[config.mk]
export PLATFORM = sky130hd
export DESIGN_NAME = mem_port_arbiter
export DESIGN_NICKNAME = d
export VERILOG_FILES = /design/src/rtl/mem_arb_pkg.sv /design/src/rtl/tag_fifo.sv /design/src/rtl/mem_port_arbiter.sv
export SDC_FILE = /design/constraint.sdc
export NUM_CORES = 1
export LEC_CHECK = 0
export ABC_AREA = 1
export BUFFER_PORTS_ARGS = -buffer_cell sky130_fd_sc_hd__buf_2
export CAP_MARGIN = 15
export CORE_AREA = 2 2 93 95
export DETAILED_ROUTE_END_ITERATION = 8
export DIE_AREA = 0 0 95 97
export GPL_ROUTABILITY_DRIVEN = 0
export PLACE_DENSITY_LB_ADDON = 0.25
export SLEW_MARGIN = 20
export SYNTH_ARGS = -nofsm -noshare
export SYNTH_HDL_FRONTEND = slang
export SYNTH_SLANG_ARGS = --single-unit
export TNS_END_PERCENT = 50
[constraint.sdc]
create_clock -name CLK -period 2.4 [get_ports CLK]
set_input_delay 0.24 -clock CLK [delete_from_list [all_inputs] [get_ports CLK]]
set_output_delay 0.24 -clock CLK [all_outputs]
set_load 0.05 [all_outputs]
[src/rtl/mem_arb_pkg.sv]
// Shared types for the fetch/data memory port arbiter.
// Optional build macro used by the arbiter: MEMARB_ROUND_ROBIN_EN.
package mem_arb_pkg;

    localparam int MEMARB_OUTSTANDING_DEFAULT = 4;
    localparam int MEMARB_ADDR_W = 32;
    localparam int MEMARB_DATA_W = 32;

    // Which client issued an outstanding read.
    typedef enum logic {
        OWN_FETCH = 1'b0,
        OWN_DATA  = 1'b1
    } owner_e;

    // One request as presented to the memory.
    typedef struct packed {
        logic                     we;
        logic [MEMARB_ADDR_W-1:0] addr;
        logic [MEMARB_DATA_W-1:0] data;
    } mem_req_t;

    // The client that did not win last time.
    function automatic owner_e other_owner(input owner_e o);
        return (o == OWN_DATA) ? OWN_FETCH : OWN_DATA;
    endfunction

endpackage

[src/rtl/tag_fifo.sv]
// In-order FIFO of 1-bit read owners; push and pop may
// coincide, including a push while full when a pop frees the slot.
module tag_fifo
    import mem_arb_pkg::*;
#(
    parameter int DEPTH = MEMARB_OUTSTANDING_DEFAULT
) (
    input  logic   clk,
    input  logic   rst,
    input  logic   push,
    input  owner_e din,
    input  logic   pop,
    output logic   full,
    output logic   empty,
    output owner_e head
);

    localparam int PW = $clog2(DEPTH);
    localparam int CW = PW + 1;

    owner_e          mem_q [DEPTH];
    owner_e          mem_d [DEPTH];
    logic [PW-1:0]   wr_q, wr_d;
    logic [PW-1:0]   rd_q, rd_d;
    logic [CW-1:0]   cnt_q, cnt_d;

    assign full  = (cnt_q == CW'(DEPTH));
    assign empty = (cnt_q == '0);
    assign head  = mem_q[rd_q];

    // Next pointers, storage and occupancy.
    always_comb begin
        mem_d = mem_q;
        wr_d  = wr_q;
        rd_d  = rd_q;
        cnt_d = cnt_q;
        if (push) begin
            mem_d[wr_q] = din;
            wr_d        = wr_q + PW'(1);
        end
        if (pop) begin
            rd_d = rd_q + PW'(1);
        end
        case ({push, pop})
            2'b10:   cnt_d = cnt_q + CW'(1);
            2'b01:   cnt_d = cnt_q - CW'(1);
            default: cnt_d = cnt_q;
        endcase
    end

    // State registers with synchronous reset.
    always_ff @(posedge clk) begin
        if (rst) begin
            mem_q <= '{default: OWN_FETCH};
            wr_q  <= '0;
            rd_q  <= '0;
            cnt_q <= '0;
        end else begin
            mem_q <= mem_d;
            wr_q  <= wr_d;
            rd_q  <= rd_d;
            cnt_q <= cnt_d;
        end
    end

endmodule

[src/rtl/mem_port_arbiter.sv]
// Shares one memory port between fetch (client 0) and data (client 1).
// MEMARB_ROUND_ROBIN_EN selects round-robin instead of data-first priority.
module mem_port_arbiter
    import mem_arb_pkg::*;
#(
    parameter int ADDR_W      = MEMARB_ADDR_W,
    parameter int DATA_W      = MEMARB_DATA_W,
    parameter int OUTSTANDING = MEMARB_OUTSTANDING_DEFAULT
) (
    input  logic              CLK,
    input  logic              RST,
    input  logic              c0_req_ena,
    input  logic [ADDR_W-1:0] c0_req_addr,
    output logic              c0_req_rdy,
    input  logic              c1_req_ena,
    input  logic              c1_req_we,
    input  logic [ADDR_W-1:0] c1_req_addr,
    input  logic [DATA_W-1:0] c1_req_data,
    output logic              c1_req_rdy,
    output logic              c0_rsp_ena,
    input  logic              c0_rsp_rdy,
    output logic              c1_rsp_ena,
    input  logic              c1_rsp_rdy,
    output logic [DATA_W-1:0] rsp_data,
    output logic              m_req_ena,
    output logic              m_req_we,
    output logic [ADDR_W-1:0] m_req_addr,
    output logic [DATA_W-1:0] m_req_data,
    input  logic              m_req_rdy,
    input  logic              m_rsp_ena,
    input  logic [DATA_W-1:0] m_rsp_data,
    output logic              m_rsp_rdy
);

    logic     fifo_full;
    logic     fifo_empty;
    owner_e   head;
    logic     push;
    logic     pop;
    logic     slot_ok;
    logic     c0_elig;
    logic     c1_elig;
    logic     win_vld;
    owner_e   win;
    mem_req_t req;

`ifdef MEMARB_ROUND_ROBIN_EN
    owner_e   last_q, last_d;
`endif

    // Route the in-order memory response to the head owner.
    always_comb begin
        c0_rsp_ena = m_rsp_ena && !fifo_empty && (head == OWN_FETCH);
        c1_rsp_ena = m_rsp_ena && !fifo_empty && (head == OWN_DATA);
        rsp_data   = m_rsp_data;
        if (fifo_empty) begin
            m_rsp_rdy = 1'b1;
        end else if (head == OWN_DATA) begin
            m_rsp_rdy = c1_rsp_rdy;
        end else begin
            m_rsp_rdy = c0_rsp_rdy;
        end
        pop = m_rsp_ena && m_rsp_rdy && !fifo_empty;
    end

    // Pick at most one eligible client and mux its request.
    always_comb begin
        slot_ok = !fifo_full || pop;
        c0_elig = c0_req_ena && slot_ok;
        c1_elig = c1_req_ena && (c1_req_we || slot_ok);
        win_vld = c0_elig || c1_elig;
        win     = OWN_DATA;
        if (c0_elig && c1_elig) begin
`ifdef MEMARB_ROUND_ROBIN_EN
            win = other_owner(last_q);
`else
            win = OWN_DATA;
`endif
        end else if (c0_elig) begin
            win = OWN_FETCH;
        end
        req = '0;
        if (win_vld) begin
            if (win == OWN_DATA) begin
                req.we   = c1_req_we;
                req.addr = c1_req_addr;
                req.data = c1_req_data;
            end else begin
                req.we   = 1'b0;
                req.addr = c0_req_addr;
                req.data = '0;
            end
        end
        m_req_ena  = win_vld;
        m_req_we   = req.we;
        m_req_addr = req.addr;
        m_req_data = req.data;
        c0_req_rdy = win_vld && (win == OWN_FETCH) && m_req_rdy;
        c1_req_rdy = win_vld && (win == OWN_DATA) && m_req_rdy;
        push       = win_vld && m_req_rdy && !req.we;
    end

    tag_fifo #(
        .DEPTH (OUTSTANDING)
    ) u_tags (
        .clk   (CLK),
        .rst   (RST),
        .push  (push),
        .din   (win),
        .pop   (pop),
        .full  (fifo_full),
        .empty (fifo_empty),
        .head  (head)
    );

`ifdef MEMARB_ROUND_ROBIN_EN
    // Remember the last accepted client.
    always_comb begin
        last_d = last_q;
        if (win_vld && m_req_rdy) begin
            last_d = win;
        end
    end

    // Last-grant pointer; reset value lets data win first.
    always_ff @(posedge CLK) begin
        if (RST) begin
            last_q <= OWN_FETCH;
        end else begin
            last_q <= last_d;
        end
    end
`endif

`ifndef SYNTHESIS
    logic [3:0] since_rst_q, since_rst_d;

    // Saturating count of cycles since reset.
    always_comb begin
        since_rst_d = since_rst_q;
        if (since_rst_q != 4'd8) begin
            since_rst_d = since_rst_q + 4'd1;
        end
    end

    // Settle-window counter register.
    always_ff @(posedge CLK) begin
        if (RST) begin
            since_rst_q <= '0;
        end else begin
            since_rst_q <= since_rst_d;
        end
    end

    // A response with nothing outstanding is a memory protocol error.
    always_ff @(posedge CLK) begin
        if (!RST && since_rst_q == 4'd8) begin
            assert (!(m_rsp_ena && fifo_empty))
                else $error("memory response with no outstanding read");
        end
    end
`endif

endmodule

* Yosys cells after proc, flatten, opt, wreduce, memory -nomap -nowiden
Cells that the tools add are included.
** Word-level totals
- Register bits after elaboration :: 11
- Bits in read-only memories :: 0
- Input bits :: 137
- Latch bits :: 0
- Output and inout bits :: 103
- Memories :: 0
- RAM bits :: 0
** Cells by class
- Reductions and logical operators :: 23
- Bitwise logic cells :: 4
- Order comparisons :: 3
- Div/mod/pow operators :: 0
- Shift operators :: 0
- $add $sub $neg :: 4
- Muxes and demuxes :: 13
- Multiply operators :: 0
- Equality and inequality tests :: 3
** Operators by type and width (count)
- 65-bit two-way mux :: 2
- 1-bit logical AND :: 15
- 1-bit two-way mux :: 7
- 3-bit >= comparator (second input constant) :: 2
- 2-bit NOT with 3-bit output :: 2
- 3-bit one-hot mux with 2 select lines :: 1
- 2-bit by 1-bit adder with 2-bit output (second input constant) :: 2
- 4-bit bitwise mux :: 1
- 3-bit by 1-bit adder with 3-bit output (second input constant) :: 1
- 3-bit == test (second input constant) :: 1
- 1-bit logical NOT :: 3
- 3-bit logical NOT :: 1
- 1-bit logical OR :: 3
- 3-bit by 1-bit less-than comparator with 1-bit output (second input constant) :: 1
- 3-bit by 1-bit subtractor with 3-bit output (second input constant) :: 1
- 1-bit binary-select mux with 2-bit select :: 1
- 1-bit demux with 2-bit select :: 1
- 2-bit by 1-bit == test with 1-bit output (second input constant) :: 1
- 2-bit == test (second input constant) :: 1
- 1-bit NOT :: 2
- 2-bit nonzero test :: 1

* Depth between registers and ports, before layout
Gate-level depths: netlist of run 1.
- Word-level depth :: 19
- Gate-level depth with buffers :: 15

* Modules after synthesis
From an unflattened synthesis of run 1, not the netlist that was laid out.
** Unflattened totals
- Cells, all modules :: 312
- Area total of the unflattened synthesis :: 1813.0 µm²
** By module, submodules not included
- mem_port_arbiter :: sequential area each 0.0 µm², area an instance 1247.4 µm², instances 1, cells each 238
- tag_fifo :: sequential area each 220.2 µm², area an instance 565.5 µm², instances 1, cells each 74

* Worst setup path before layout of run 1
OpenSTA, ideal clock, no wires.
- Path type :: register to output
- From :: reg u_tags.rd_q[0]
- To :: out c0_req_rdy
- Data required time :: 2.160 ns
- Arrival time :: 2.197 ns
- Buffers on the path :: 0
- Setup slack :: -0.037 ns
- Cell stages (with the launch flop) :: 9
- Path through :: dfxtp_1 inv_2 nand2_1 nand3_2 nand3_2 nand3_4 a21boi_4 inv_1 nor3_1
** On the way
- Cells in the longest elaborated chain, start to end :: 16
- Elaborated cells between the ends (all ways) :: 19
** Ends and longest elaborated chain
- from (decl) :: RTL line tag_fifo.sv:24 : logic [PW-1:0] rd_q, rd_d;
- from (signal assigned) :: RTL line tag_fifo.sv:61 : rd_q <= rd_d;
- 2-bit NOT with 3-bit output (not written as such) * :: RTL line tag_fifo.sv:29 : assign head = mem_q[rd_q];
- 1-bit binary-select mux with 2-bit select * :: RTL line tag_fifo.sv:29
- 1-bit two-way mux (not written as such) * (2 in a row) :: RTL line tag_fifo.sv:29
- 1-bit two-way mux * :: RTL line mem_port_arbiter.sv:58 : end else if (head == OWN_DATA) begin
- 1-bit two-way mux * :: RTL line mem_port_arbiter.sv:56 : if (fifo_empty) begin
- 1-bit logical AND * (2 in a row) :: RTL line mem_port_arbiter.sv:63 : pop = m_rsp_ena && m_rsp_rdy && !fifo_empty;
- 1-bit logical OR * :: RTL line mem_port_arbiter.sv:68 : slot_ok = !fifo_full || pop;
- 1-bit logical OR :: RTL line mem_port_arbiter.sv:70 : c1_elig = c1_req_ena && (c1_req_we || slot_ok);
- 1-bit logical AND :: RTL line mem_port_arbiter.sv:70
- 1-bit logical AND :: RTL line mem_port_arbiter.sv:73 : if (c0_elig && c1_elig) begin
- 1-bit two-way mux :: RTL line mem_port_arbiter.sv:73
- 1-bit NOT :: RTL line mem_port_arbiter.sv:98 : c0_req_rdy = win_vld && (win == OWN_FETCH) && m_req_rdy;
- 1-bit logical AND * (2 in a row) :: RTL line mem_port_arbiter.sv:98
- to (decl) :: RTL line mem_port_arbiter.sv:14 : output logic c0_req_rdy,
Mark *: on every way between the ends. The rest lies on a longest branch, timed or not. The select of a mux whose other input is x is not followed.

* Final worst setup path of run 1
- From :: reg u_tags.rd_q[0]
- To :: out m_req_addr[1]
** On the way
- Cells in the longest elaborated chain, start to end :: 15
- Elaborated cells between the ends (all ways) :: 18
** Ends and longest elaborated chain
- 2-bit NOT with 3-bit output (not written as such) * :: RTL line tag_fifo.sv:29
- 1-bit binary-select mux with 2-bit select * :: RTL line tag_fifo.sv:29
- 1-bit two-way mux (not written as such) * (2 in a row) :: RTL line tag_fifo.sv:29
- 1-bit two-way mux * :: RTL line mem_port_arbiter.sv:58
- 1-bit two-way mux * :: RTL line mem_port_arbiter.sv:56
- 1-bit logical AND * (2 in a row) :: RTL line mem_port_arbiter.sv:63
- 1-bit logical OR * :: RTL line mem_port_arbiter.sv:68
- 1-bit logical OR :: RTL line mem_port_arbiter.sv:70
- 1-bit logical AND :: RTL line mem_port_arbiter.sv:70
- 1-bit logical AND :: RTL line mem_port_arbiter.sv:73
- 1-bit two-way mux :: RTL line mem_port_arbiter.sv:73
- 65-bit two-way mux :: RTL line mem_port_arbiter.sv:84 : if (win == OWN_DATA) begin
- 65-bit two-way mux * :: RTL line mem_port_arbiter.sv:83 : if (win_vld) begin
- to (decl) :: RTL line mem_port_arbiter.sv:27 : output logic [ADDR_W-1:0] m_req_addr,
Marks and branches as above.

==> metrics.json, run 1 <==
{
  "job": {
    "maxCapViolCount": 0
  },
  "synth": {
    "synth_area_um2": 1860,
    "ys_dominant_reg_cell": "sky130_fd_sc_hd__dfxtp_1",
    "yosys-top-cells-count": "sky130_fd_sc_hd__nor2_1, sky130_fd_sc_hd__nand3_1, sky130_fd_sc_hd__inv_1, sky130_fd_sc_hd__nand2_1, sky130_fd_sc_hd__buf_4",
    "synth-edff-count": 0,
    "postSynthCellCount": 316,
    "syn-num-nets": 459,
    "asyncSetResetFlopFracSynth_pct": 0,
    "synth_sequential_area_ratio_pct": 11.9,
    "yosysWarningCount": 0,
    "yosysTopAreaCellShare_pct": 14.6,
    "biggest_area_consumer_among_synthesized_cells": "sky130_fd_sc_hd__nand3_1",
    "synth.distinct_cells": 28,
    "yosys_register_bits": 11,
    "avgSynthCellArea_um2": 5.87,
    "synth_most_common_cell": "sky130_fd_sc_hd__nor2_1",
    "synth_top_cells_by_area": "sky130_fd_sc_hd__nand3_1, sky130_fd_sc_hd__buf_4, sky130_fd_sc_hd__dfxtp_1"
  },
  "drt": {
    "detail_route.wl_per_cell_um": 12.2,
    "wl_met3_um": 802,
    "detailedRoute.firstPassIterationCount": 4,
    "topRoutingLayerUsed": "met4",
    "wirelength_um": 6810,
    "dr.first_iter.drc_count": 90,
    "post_drt_via_cell_ratio": 4.28,
    "drc_errors": 0,
    "route.met2.wl_um": 3240,
    "detail_route.wirelength.met1_um": 2760,
    "route.vias.total": 2398,
    "drt.antenna.violating_nets": 0
  },
  "power": {
    "leakage_uw": 0.00168,
    "power_switching_share_pct": 54.3,
    "irDropWorstVdd_mv": 0.178,
    "seq_power_share_pct": 17.9,
    "netSwitchingPower_uw": 642,
    "power_density_nw_per_um2": 441,
    "power_frac_clock_pct": 15.6,
    "cell_internal_pwr_uw": 541,
    "power.share.combinational_pct": 66.5
  },
  "timing": {
    "rsz_0062_raised_after_global_routing": "false",
    "report.final.slew_viol_count": 0,
    "max_freq_mhz": 449,
    "period_needed_ps": 2230,
    "setup_viol": 0,
    "tns_ps": 0,
    "post-route-period-util_pct": 92.8,
    "timing_hold_violations_final": 0,
    "worst_clock_skew_ps": 1.13,
    "worstMarginPinSlew_ps": 345,
    "whs_ps": 177,
    "relative_slew_margins_pct": 77.0
  },
  "clocking": {
    "cts-hold-fix-buffers": 0,
    "clk-insertion-delay-late_ps": 240,
    "max-clock-path-buffers": 2,
    "cts.clk_slew.worst_paths_ps": 50,
    "clkSinkCount": 11,
    "buffers_inserted_by_post_cts_timing_repair": 0,
    "ctsRootBufferMaster": "sky130_fd_sc_hd__clkbuf_8",
    "cts_htree_levels": 1,
    "numCtsBuffers": 3,
    "cts_tree": "yes"
  },
  "global_route": {
    "grt_pass1_vias": 2044,
    "globalRoute.totalOverflow": 0,
    "total_track_usage_pct": 13.3,
    "grt_first_pass_wirelength_um": 9930,
    "grt_max_degree": 33,
    "antenna_violations_before_repair": 0
  },
  "critical_path": {
    "crit_path_max_fanout": 29,
    "worst_setup_end_kind": "output pin",
    "critical_path.startpoint_type": "flop",
    "worst-endpoint-required_ps": 2160,
    "cp_data_arrival_time_ps": 1990,
    "criticalPathCategory": "reg -> out"
  },
  "run_status": {
    "run_status": "finished clean"
  },
  "die": {
    "floorplan.rows": 33,
    "die-area_um2": 9220,
    "top_level_ports": 240,
    "die_width_um": 95,
    "core_footprint_um2": 8130,
    "floorplan.initialDensity_pct": 22.8,
    "die_h_um": 97
  },
  "finish": {
    "total_area_of_multi_input_combinational_cells_um2": 1110,
    "drive_gt1_share_pct": 47.0,
    "num-fill-cells": 938,
    "antenna_cells_inserted": 0,
    "flow.area_growth_from_synthesis_pct": 44.4,
    "instances_no_fill": 560,
    "sequential_cell_area_um2": 221,
    "final_net_count": 599
  },
  "placed_design": {
    "port_buffers": 175,
    "dp.final_hpwl_um": 5670,
    "dp.cells": 556
  },
  "hold_path": {
    "path_class_of_the_lowest_slack_min_delay_path": "in -> reg"
  }
}
[timing repair]
item,4_1_cts,5_1_grt
gates resized for setup,0,10
endpoints found under the hold margin,0,0
setup endpoints to repair,0,38
[per-stage QoR]
step                      total power (uW)  setup slack, ps  utilization (%)  cell area (um2)
after global placement                 991              177             31.9             2600
after floorplan                        917              246                -             1860
after global routing                  1270            0.239             32.9             2680
after CTS                             1190             4.00             32.5             2640
final                                 1180              173             32.9             2680
after detailed placement               997              125             31.9             2600
[power by group through the flow]
stage	Sequential (uW)	Clock [uW]	Combinational [uW]
6_report	212	184	787
3_5_place_dp	214	0	783
5_1_grt	214	205	848
4_1_cts	211	195	785
3_3_place_gp	214	0	778
2_1_floorplan	212	0	705
[placed cells by master (no fill, tap or decap), types with 2 or more instances in the layout]
cell and instances:
sky130_fd_sc_hd__o21ai_0 5, sky130_fd_sc_hd__buf_2 172, sky130_fd_sc_hd__buf_4 6, sky130_fd_sc_hd__nand2_1 47, sky130_fd_sc_hd__nor3_2 3, sky130_fd_sc_hd__inv_1 52
sky130_fd_sc_hd__nand3_1 54, sky130_fd_sc_hd__ha_1 5, sky130_fd_sc_hd__clkbuf_4 3, sky130_fd_sc_hd__nand2_2 2, sky130_fd_sc_hd__nand3_2 13, sky130_fd_sc_hd__clkbuf_8 3
sky130_fd_sc_hd__nor2_1 56, sky130_fd_sc_hd__dfxtp_1 10, sky130_fd_sc_hd__a21oi_1 5, sky130_fd_sc_hd__buf_6 2, sky130_fd_sc_hd__nand4_1 4
[logic make-up (layout without fill, tap and decap cells)]
logic type / count (synthesis) / after routing / synth area share [%]
DFF: 11 / 11 / 11.9
and+or+nand+nor: 182 / 182 / 48.1
adders and majority gates: 6 / 6 / 4.45
AOI/OAI and AO/OA: 14 / 14 / 5.80
buffers and inverters: 103 / 242 / 29.7
[area by class of cell]
class	count	share of cell area, %
Multi-Input combinational cell	202	41.4
Tap cell	105	4.90
Clock buffer	4	1.68
Timing Repair Buffer	184	36.2
Sequential cell	11	8.26
Inverter	54	7.56
[final timing paths]
check / to / cells after the start / start / slack [ps]
worst max-delay path: m_req_addr[1] / 12 / u_tags.rd_q[0] / 170
worst max register to register: u_tags.cnt_q[2] / 15 / u_tags.rd_q[0] / 230
worst min-delay path: u_tags.cnt_q[1] / 2 / RST / 180
worst min register to register: u_tags.mem_q[3] / 2 / u_tags.mem_q[3] / 480
[critical path: stages (launching register included)]
cell,delay [ps]
sky130_fd_sc_hd__dfxtp_2,350
sky130_fd_sc_hd__inv_2,50
sky130_fd_sc_hd__nand2_1,60
sky130_fd_sc_hd__nand3_2,90
sky130_fd_sc_hd__nand2_2,100
sky130_fd_sc_hd__nand2_2,70
sky130_fd_sc_hd__nand3_4,110
sky130_fd_sc_hd__nand3b_4,120
sky130_fd_sc_hd__nand2_8,160
sky130_fd_sc_hd__buf_12,200
sky130_fd_sc_hd__nand3_1,90
sky130_fd_sc_hd__nand2_1,70
sky130_fd_sc_hd__buf_2,260
[metal layers]
metal  vias up  track usage, %
li1       1222               -
met1      1043            16.4
met2       131            22.3
met3         2            5.22
met4         0            1.45
met5         -               0
[sequential cells by signal (all words and copies together) (netlist names)]
register	flops
u_tags.rd_q	2
u_tags.cnt_q	3
u_tags.wr_q	2
u_tags.mem_q	4
(Power assumes the default switching activity.)
==> inputs of run 2 (changes only) <==
CORE_AREA = 8 8 87 89   (was 2 2 93 95)
CTS_CLUSTER_DIAMETER = 120   (was unset)
REMOVE_ABC_BUFFERS = 1   (was unset)
==> run 2 against run 1 <==
Via count is 0.21% higher. Cell count is 5.2% lower. Clock power is 2% higher. Die area stayed put. Highest routed layer unchanged.
==> metrics.json, run 2 (synthesis results as in run 1) <==
{
  "run_status": {
    "run_status": "finished clean"
  },
  "finish": {
    "largest_register": "u_tags.mem_q",
    "antenna_cells_inserted": {"value": 0, "change": "unchanged"},
    "layout_common_cells": "sky130_fd_sc_hd__buf_2, sky130_fd_sc_hd__nor2_1, sky130_fd_sc_hd__nand3_1",
    "finalInstanceArea": {"value": 2640, "unit": "um2", "change": "-1.4%"},
    "largest_reg_flops": {"value": 4, "change": "unchanged"},
    "layout_top_registers": "u_tags.mem_q (4), u_tags.cnt_q (3)",
    "final_net_count": {"value": 598, "change": "-0.17%"},
    "layout.cells.most_common": "sky130_fd_sc_hd__buf_2",
    "flow.area_growth_from_synthesis_pct": 42.3,
    "num-fill-cells": {"value": 687, "change": "-27%"},
    "drive_gt1_share": {"value": 46.5, "unit": "%", "change": "-0.56 points"}
  },
  "timing": {
    "worstMarginPinSlew": {"value": 304, "unit": "ps", "change": "-40.9 ps"},
    "setup_viol": {"value": 0, "change": "unchanged"},
    "max_freq": {"value": 451, "unit": "MHz", "change": "+0.34%"},
    "post-route-period-util": {"value": 92.5, "unit": "%", "change": "-0.32 points"},
    "timing_hold_violations_final": {"value": 0, "change": "unchanged"},
    "period_needed": {"value": 2220, "unit": "ps", "change": "-7.60 ps"},
    "relative_slew_margins": {"value": 79.7, "unit": "%", "change": "+2.7 points"},
    "worst_clock_skew": {"value": 10.3, "unit": "ps", "change": "+9.13 ps"},
    "report.final.slew_viol_count": {"value": 0, "change": "unchanged"},
    "tns": {"value": 0, "unit": "ps", "change": "unchanged"}
  },
  "placed_design": {
    "port_buffers": {"value": 175, "change": "unchanged"},
    "detailed_place.area": {"value": 2580, "unit": "um2", "change": "-0.87%"},
    "dp.final_hpwl": {"value": 9770, "unit": "um", "change": "+72%"}
  },
  "critical_path": {
    "cp_data_arrival_time": {"value": 1980, "unit": "ps", "change": "about the same"},
    "worst_setup_end_kind": "output pin",
    "cells_along_the_critical_path": "nor3_2, nor2_1, nand3_4, nand3b_4, nand2_8, buf_12, nor2_1, buf_2",
    "critical_path.startpoint_type": "flop",
    "worst-endpoint-required": {"value": 2160, "unit": "ps", "change": "about the same"},
    "crit_path_max_incr_delay": {"value": 390, "unit": "ps", "change": "+40 ps"},
    "crit_path_max_fanout": {"value": 29, "change": "unchanged"},
    "criticalPathCategory": "reg -> out",
    "cpLargestDelayFamily": "simple AND/OR/NAND/NOR gates",
    "critPathMostFrequentCell": "sky130_fd_sc_hd__nor2_1",
    "critical_path_buf_inv_count": {"value": 2, "change": "-1"},
    "critical_path.slowest_cell": "sky130_fd_sc_hd__dfxtp_1"
  },
  "drt": {
    "detail_route.wl_per_cell": {"value": 20.7, "unit": "um", "change": "+70%"},
    "dr.first_iter.drc_count": {"value": 85, "change": "-5.6%"},
    "wirelength": {"value": 11000, "unit": "um", "change": "+61%"},
    "drt.antenna.violating_nets": {"value": 0, "change": "unchanged"},
    "post_drt_via_cell_ratio": {"value": 4.53, "change": "+5.7%"},
    "detailedRoute.firstPassIterationCount": {"value": 4, "change": "unchanged"},
    "drc_errors": {"value": 0, "change": "unchanged"},
    "route.vias.total": {"value": 2403, "change": "+0.21%"}
  },
  "clocking": {
    "numCtsBuffers": {"value": 3, "change": "unchanged"},
    "ctsRootBufferMaster": "sky130_fd_sc_hd__clkbuf_8",
    "clkSinkCount": {"value": 11, "change": "unchanged"},
    "cts.clk_slew.worst_paths": {"value": 60, "unit": "ps", "change": "about the same"},
    "cts_resized": {"value": 0, "change": "unchanged"},
    "clk-insertion-delay-late": {"value": 240, "unit": "ps", "change": "about the same"},
    "buffers_inserted_by_post_cts_timing_repair": {"value": 0, "change": "unchanged"},
    "cts_htree_levels": {"value": 1, "change": "unchanged"},
    "max-clock-path-buffers": {"value": 2, "change": "unchanged"},
    "cts_tree": "yes",
    "cts-hold-fix-buffers": {"value": 0, "change": "unchanged"}
  },
  "power": {
    "irDropWorstVdd": {"value": 0.319, "unit": "mV", "change": "+79%"},
    "leakage": {"value": 0.00168, "unit": "uW", "change": "+0.21%"},
    "power_density": {"value": 451, "unit": "nW/um2", "change": "+2.1%"}
  },
  "global_route": {
    "antenna_violations_before_repair": {"value": 0, "change": "unchanged"},
    "total_track_usage": {"value": 22.2, "unit": "%", "change": "+8.9 points"},
    "globalRoute.totalOverflow": {"value": 0, "change": "unchanged"},
    "grt_pass1_vias": {"value": 2297, "change": "+12%"},
    "grt_max_degree": {"value": 38, "change": "+15%"},
    "grt_first_pass_wirelength": {"value": 15000, "unit": "um", "change": "+51%"}
  },
  "die": {
    "die-area": {"value": 9220, "unit": "um2", "change": "unchanged"},
    "floorplan.initialDensity": {"value": 29.9, "unit": "%", "change": "+7.1 points"},
    "core_footprint": {"value": 6200, "unit": "um2", "change": "-24%"},
    "die_h": {"value": 97, "unit": "um", "change": "unchanged"},
    "floorplan.rows": {"value": 29, "change": "-12%"},
    "die_width": {"value": 95, "unit": "um", "change": "unchanged"},
    "top_level_ports": {"value": 240, "change": "unchanged"}
  },
  "hold_path": {
    "path_class_of_the_lowest_slack_min_delay_path": "in -> reg"
  },
  "job": {
    "maxCapViolCount": {"value": 0, "change": "unchanged"}
  }
}
==> run 2: cell types whose count changed in the layout (fill, tap and decap cells not counted), sizes merged <==
cell	delta
clkbuf	-4
buf	+2
clkinv	+1
==> run 2: where the power goes <==
group	switching, uW	internal [uW]
clock	74.0	114
sequential	13.0	199
combinational	566	225
total	653	538
==> run 2: worst paths after layout <==
path,start,endpoint,slack (ps),depth (start not counted)
hold reg to reg,u_tags.mem_q[0],u_tags.mem_q[0],480,2
setup reg to reg,u_tags.rd_q[0],u_tags.cnt_q[2],240,15
setup / recovery,u_tags.cnt_q[1],m_req_data[5],180,8
hold / removal,RST,u_tags.cnt_q[1],160,2
==> run 2: cell type report <==
class | instances | area (um2) | area share (%)
multi-input combinational | 202 | 1100 | 41.5
sequential | 11 | 221 | 8.38
timing repair buffer | 183 | 977 | 37.0
clock buffer | 3 | 41.3 | 1.56
inverter | 54 | 203 | 7.67
tap | 77 | 96.3 | 3.65
clock inverter | 1 | 5.00 | 0.189
==> run 2: per-layer routing <==
| metal | up-vias | routed length [um] | track usage, % |
|---|---|---|---|
| met5 | - | 0 | 2.98 |
| li1 | 1222 | - | - |
| met3 | 10 | 2190 | 19.4 |
| met1 | 991 | 2860 | 15.4 |
| met4 | 0 | 256 | 5.17 |
| met2 | 180 | 5680 | 41.5 |
==> run 2: per-stage QoR <==
| stage | hold WS, ps | cells | util, % | setup WS (ps) | power, uW |
|---|---|---|---|---|---|
| after CTS | 157 | 531 | 42.3 | 44.2 | 1200 |
| after detailed placement | 423 | 527 | 41.5 | 154 | 1010 |
| after global routing | 168 | 531 | 42.6 | -9.34 | 1270 |
| after global placement | 424 | 527 | 41.5 | 189 | 999 |
| final | 165 | 531 | 42.6 | 180 | 1190 |
| after floorplan | 312 | 267 | - | -471 | 745 |
==> run 2: worst register-to-register path, cell delays in order (launching register included) <==
cell and delay (ps):
sky130_fd_sc_hd__dfxtp_2 340, sky130_fd_sc_hd__inv_2 40, sky130_fd_sc_hd__nand2_1 60, sky130_fd_sc_hd__nand3_2 100
sky130_fd_sc_hd__nand2_2 100, sky130_fd_sc_hd__nand2_2 70, sky130_fd_sc_hd__nand3_4 100, sky130_fd_sc_hd__nand2_1 110
sky130_fd_sc_hd__o2111ai_4 80, sky130_fd_sc_hd__ha_1 170, sky130_fd_sc_hd__inv_1 60, sky130_fd_sc_hd__fa_1 370
sky130_fd_sc_hd__a21oi_1 140, sky130_fd_sc_hd__o21ai_0 110, sky130_fd_sc_hd__o21ai_0 150, sky130_fd_sc_hd__a21oi_1 50
==> inputs of run 3 (changes only) <==
CORE_AREA = 2 2 93 95   (was 8 8 87 89)
==> run 3 against run 2 <==
Sequential share of layout area down 0.16 points. Maximum frequency down 1.5%. Worst setup slack worse by 33 ps. Global-route usage fell by 1.3 points. Non-clock buffer count increased by 1. Clock skew fell by 7.4 ps. Clock-buffer cell count increased by 1. Critical path depth rose by 4. Critical path type unchanged. Critical endpoint is now m_req_addr[27]. Highest routed layer unchanged.
==> metrics.json, run 3 (synthesis results as in run 1) <==
{
  "run_status": {
    "run_status": "finished clean"
  },
  "timing": {
    "report.final.slew_viol_count": {"value": 0, "change": "unchanged"},
    "max_freq": {"value": 444, "unit": "MHz", "change": "-1.5%"},
    "worstMarginPinSlew": {"value": 363, "unit": "ps", "change": "+58.7 ps"},
    "setup_viol": {"value": 0, "change": "unchanged"},
    "timing_hold_violations_final": {"value": 0, "change": "unchanged"},
    "worst_clock_skew": {"value": 2.90, "unit": "ps", "change": "-7.36 ps"},
    "tns": {"value": 0, "unit": "ps", "change": "unchanged"},
    "post-route-period-util": {"value": 93.9, "unit": "%", "change": "+1.4 points"},
    "rsz_0062_raised_after_global_routing": "true",
    "relative_slew_margins": {"value": 75.8, "unit": "%", "change": "-3.9 points"},
    "period_needed": {"value": 2250, "unit": "ps", "change": "+33.3 ps"}
  },
  "finish": {
    "flow.area_growth_from_synthesis_pct": 45.2,
    "layout_common_cells": "sky130_fd_sc_hd__buf_2, sky130_fd_sc_hd__nor2_1, sky130_fd_sc_hd__nand3_1",
    "num-fill-cells": {"value": 917, "change": "+33%"},
    "drive_gt1_share": {"value": 46.4, "unit": "%", "change": "-0.10 points"},
    "total_area_of_multi_input_combinational_cells": {"value": 1100, "unit": "um2", "change": "unchanged"},
    "largest_register": "u_tags.mem_q",
    "instances_no_fill": {"value": 560, "change": "+5.5%"},
    "layout.core_utilization": {"value": 33.1, "unit": "%", "change": "-9.5 points"},
    "sequential_cell_area": {"value": 221, "unit": "um2", "change": "unchanged"},
    "antenna_cells_inserted": {"value": 0, "change": "unchanged"},
    "largest_reg_flops": {"value": 4, "change": "unchanged"},
    "layout_top_registers": "u_tags.mem_q (4), u_tags.cnt_q (3)",
    "finalInstanceArea": {"value": 2690, "unit": "um2", "change": "+2.0%"},
    "layout.cells.most_common": "sky130_fd_sc_hd__buf_2",
    "final_net_count": {"value": 599, "change": "+0.17%"}
  },
  "placed_design": {
    "dp.cells": {"value": 555, "change": "+5.3%"},
    "port_buffers": {"value": 175, "change": "unchanged"},
    "dp.final_hpwl": {"value": 8880, "unit": "um", "change": "-9.1%"},
    "detailed_place.area": {"value": 2600, "unit": "um2", "change": "+0.87%"}
  },
  "clocking": {
    "ctsRootBufferMaster": "sky130_fd_sc_hd__clkbuf_8",
    "clkSinkCount": {"value": 11, "change": "unchanged"},
    "numCtsBuffers": {"value": 3, "change": "unchanged"},
    "clk-insertion-delay-late": {"value": 230, "unit": "ps", "change": "about the same"},
    "cts_htree_levels": {"value": 1, "change": "unchanged"},
    "max-clock-path-buffers": {"value": 2, "change": "unchanged"},
    "cts_tree": "yes",
    "buffers_inserted_by_post_cts_timing_repair": {"value": 0, "change": "unchanged"},
    "cts_resized": {"value": 0, "change": "unchanged"},
    "cts.clk_slew.worst_paths": {"value": 50, "unit": "ps", "change": "about the same"},
    "cts-hold-fix-buffers": {"value": 0, "change": "unchanged"}
  },
  "global_route": {
    "total_track_usage": {"value": 20.9, "unit": "%", "change": "-1.3 points"},
    "grt_pass1_vias": {"value": 2221, "change": "-3.3%"},
    "antenna_violations_before_repair": {"value": 0, "change": "unchanged"},
    "grt_max_degree": {"value": 33, "change": "-13%"},
    "globalRoute.totalOverflow": {"value": 0, "change": "unchanged"},
    "grt_first_pass_wirelength": {"value": 13700, "unit": "um", "change": "-8.4%"}
  },
  "drt": {
    "topRoutingLayerUsed": "met4",
    "wl_met3": {"value": 1690, "unit": "um", "change": "-23%"},
    "route.met2.wl": {"value": 5810, "unit": "um", "change": "+2.3%"},
    "dr.first_iter.drc_count": {"value": 57, "change": "-33%"},
    "post_drt_via_cell_ratio": {"value": 4.43, "change": "-2.0%"},
    "drc_errors": {"value": 0, "change": "unchanged"},
    "detailedRoute.firstPassIterationCount": {"value": 5, "change": "+1"},
    "route.vias.total": {"value": 2483, "change": "+3.3%"},
    "detail_route.wirelength.met1": {"value": 2630, "unit": "um", "change": "-8.1%"},
    "detail_route.wl_per_cell": {"value": 18.5, "unit": "um", "change": "-11%"},
    "wirelength": {"value": 10300, "unit": "um", "change": "-5.9%"},
    "drt.antenna.violating_nets": {"value": 0, "change": "unchanged"}
  },
  "critical_path": {
    "worst-endpoint-required": {"value": 2160, "unit": "ps", "change": "about the same"},
    "r2r.worst_path.cells": {"value": 15, "change": "unchanged"},
    "worst-r2r-setup-slack": {"value": 220, "unit": "ps", "change": "-20 ps"},
    "worst_setup_end_kind": "output pin",
    "critical_path.startpoint_type": "flop",
    "cells_along_the_critical_path": "inv_2, nand2_1, nand3_2, nand2_2, nand2_2, nand3_4, nand3b_4, nand2_8, buf_12, nand3_1, nand2_1, buf_2",
    "crit_path_max_incr_delay": {"value": 360, "unit": "ps", "change": "-30 ps"},
    "critical_path.slowest_cell": "sky130_fd_sc_hd__dfxtp_2",
    "crit_path_max_fanout": {"value": 24, "change": "-17%"},
    "cp_data_arrival_time": {"value": 2010, "unit": "ps", "change": "+30 ps"},
    "criticalPathCategory": "reg -> out"
  },
  "die": {
    "core_footprint": {"value": 8130, "unit": "um2", "change": "+31%"},
    "die_width": {"value": 95, "unit": "um", "change": "unchanged"},
    "die_h": {"value": 97, "unit": "um", "change": "unchanged"},
    "floorplan.rows": {"value": 33, "change": "+14%"},
    "die-area": {"value": 9220, "unit": "um2", "change": "unchanged"},
    "floorplan.initialDensity": {"value": 22.8, "unit": "%", "change": "-7.1 points"},
    "top_level_ports": {"value": 240, "change": "unchanged"}
  },
  "power": {
    "power_density": {"value": 440, "unit": "nW/um2", "change": "-2.4%"},
    "leakage": {"value": 0.00169, "unit": "uW", "change": "+0.42%"},
    "irDropWorstVdd": {"value": 0.255, "unit": "mV", "change": "-20%"}
  },
  "job": {
    "maxCapViolCount": {"value": 0, "change": "unchanged"}
  },
  "hold_path": {
    "path_class_of_the_lowest_slack_min_delay_path": "in -> reg",
    "worst_hold_path_depth": {"value": 2, "change": "unchanged"}
  }
}
## run 3: cell types whose count changed in the layout (fill, tap and decap cells not counted)
| cell | previous run | this run |
|---|---|---|
| sky130_fd_sc_hd__buf_6 | 1 | 2 |
| sky130_fd_sc_hd__clkinv_2 | 1 | 0 |
| sky130_fd_sc_hd__clkbuf_1 | 0 | 1 |
| sky130_fd_sc_hd__o21ai_0 | 5 | 3 |
| sky130_fd_sc_hd__buf_2 | 175 | 174 |
| sky130_fd_sc_hd__buf_4 | 4 | 5 |
| sky130_fd_sc_hd__clkbuf_16 | 0 | 1 |
| sky130_fd_sc_hd__buf_12 | 3 | 2 |
| sky130_fd_sc_hd__o21ai_1 | 0 | 2 |
## run 3: final timing paths
kind | from | to
worst max-delay path | u_tags.rd_q[0] | m_req_addr[27]
worst min-delay path | RST | u_tags.cnt_q[1]
worst max register to register | u_tags.rd_q[0] | u_tags.cnt_q[2]
worst min register to register | u_tags.mem_q[3] | u_tags.mem_q[3]
## run 3: area by class of cell
type                            count  area share, %
Tap cell                          105           4.88
Inverter                           54           7.52
Clock buffer                        4           1.67
Sequential cell                    11           8.22
Timing Repair Buffer              184           37.0
Multi-Input combinational cell    202           40.7
## run 3: per-stage QoR
step / setup WS [ps] / total power, uW / hold slack (ps)
CTS: 19.9 / 1180 / 182
global placement: 195 / 994 / 428
global route: -3.20 / 1260 / 183
detailed placement: 150 / 997 / 427
finish: 147 / 1190 / 184
floorplan: -471 / 745 / 312
## run 3: worst max-delay path, delay by kind of cell (launching register included)
kind | cells | cell delay [ps]
buffers and inverters | 3 | 500
DFF | 1 | 360
and+or+nand+nor | 9 | 900
## run 3: report_power, final
group          switching (uW)  leakage [uW]  internal, uW
logic                     564       0.00158           228
clock network            65.2     0.0000228           116
registers                13.4     0.0000902           199
## run 3: metal layers
metal,vias to the layer above,global-route usage [%]
li1,1226,-
met2,161,42.6
met4,0,4.79
met1,1086,13.8
met3,10,15.1
met5,-,1.79
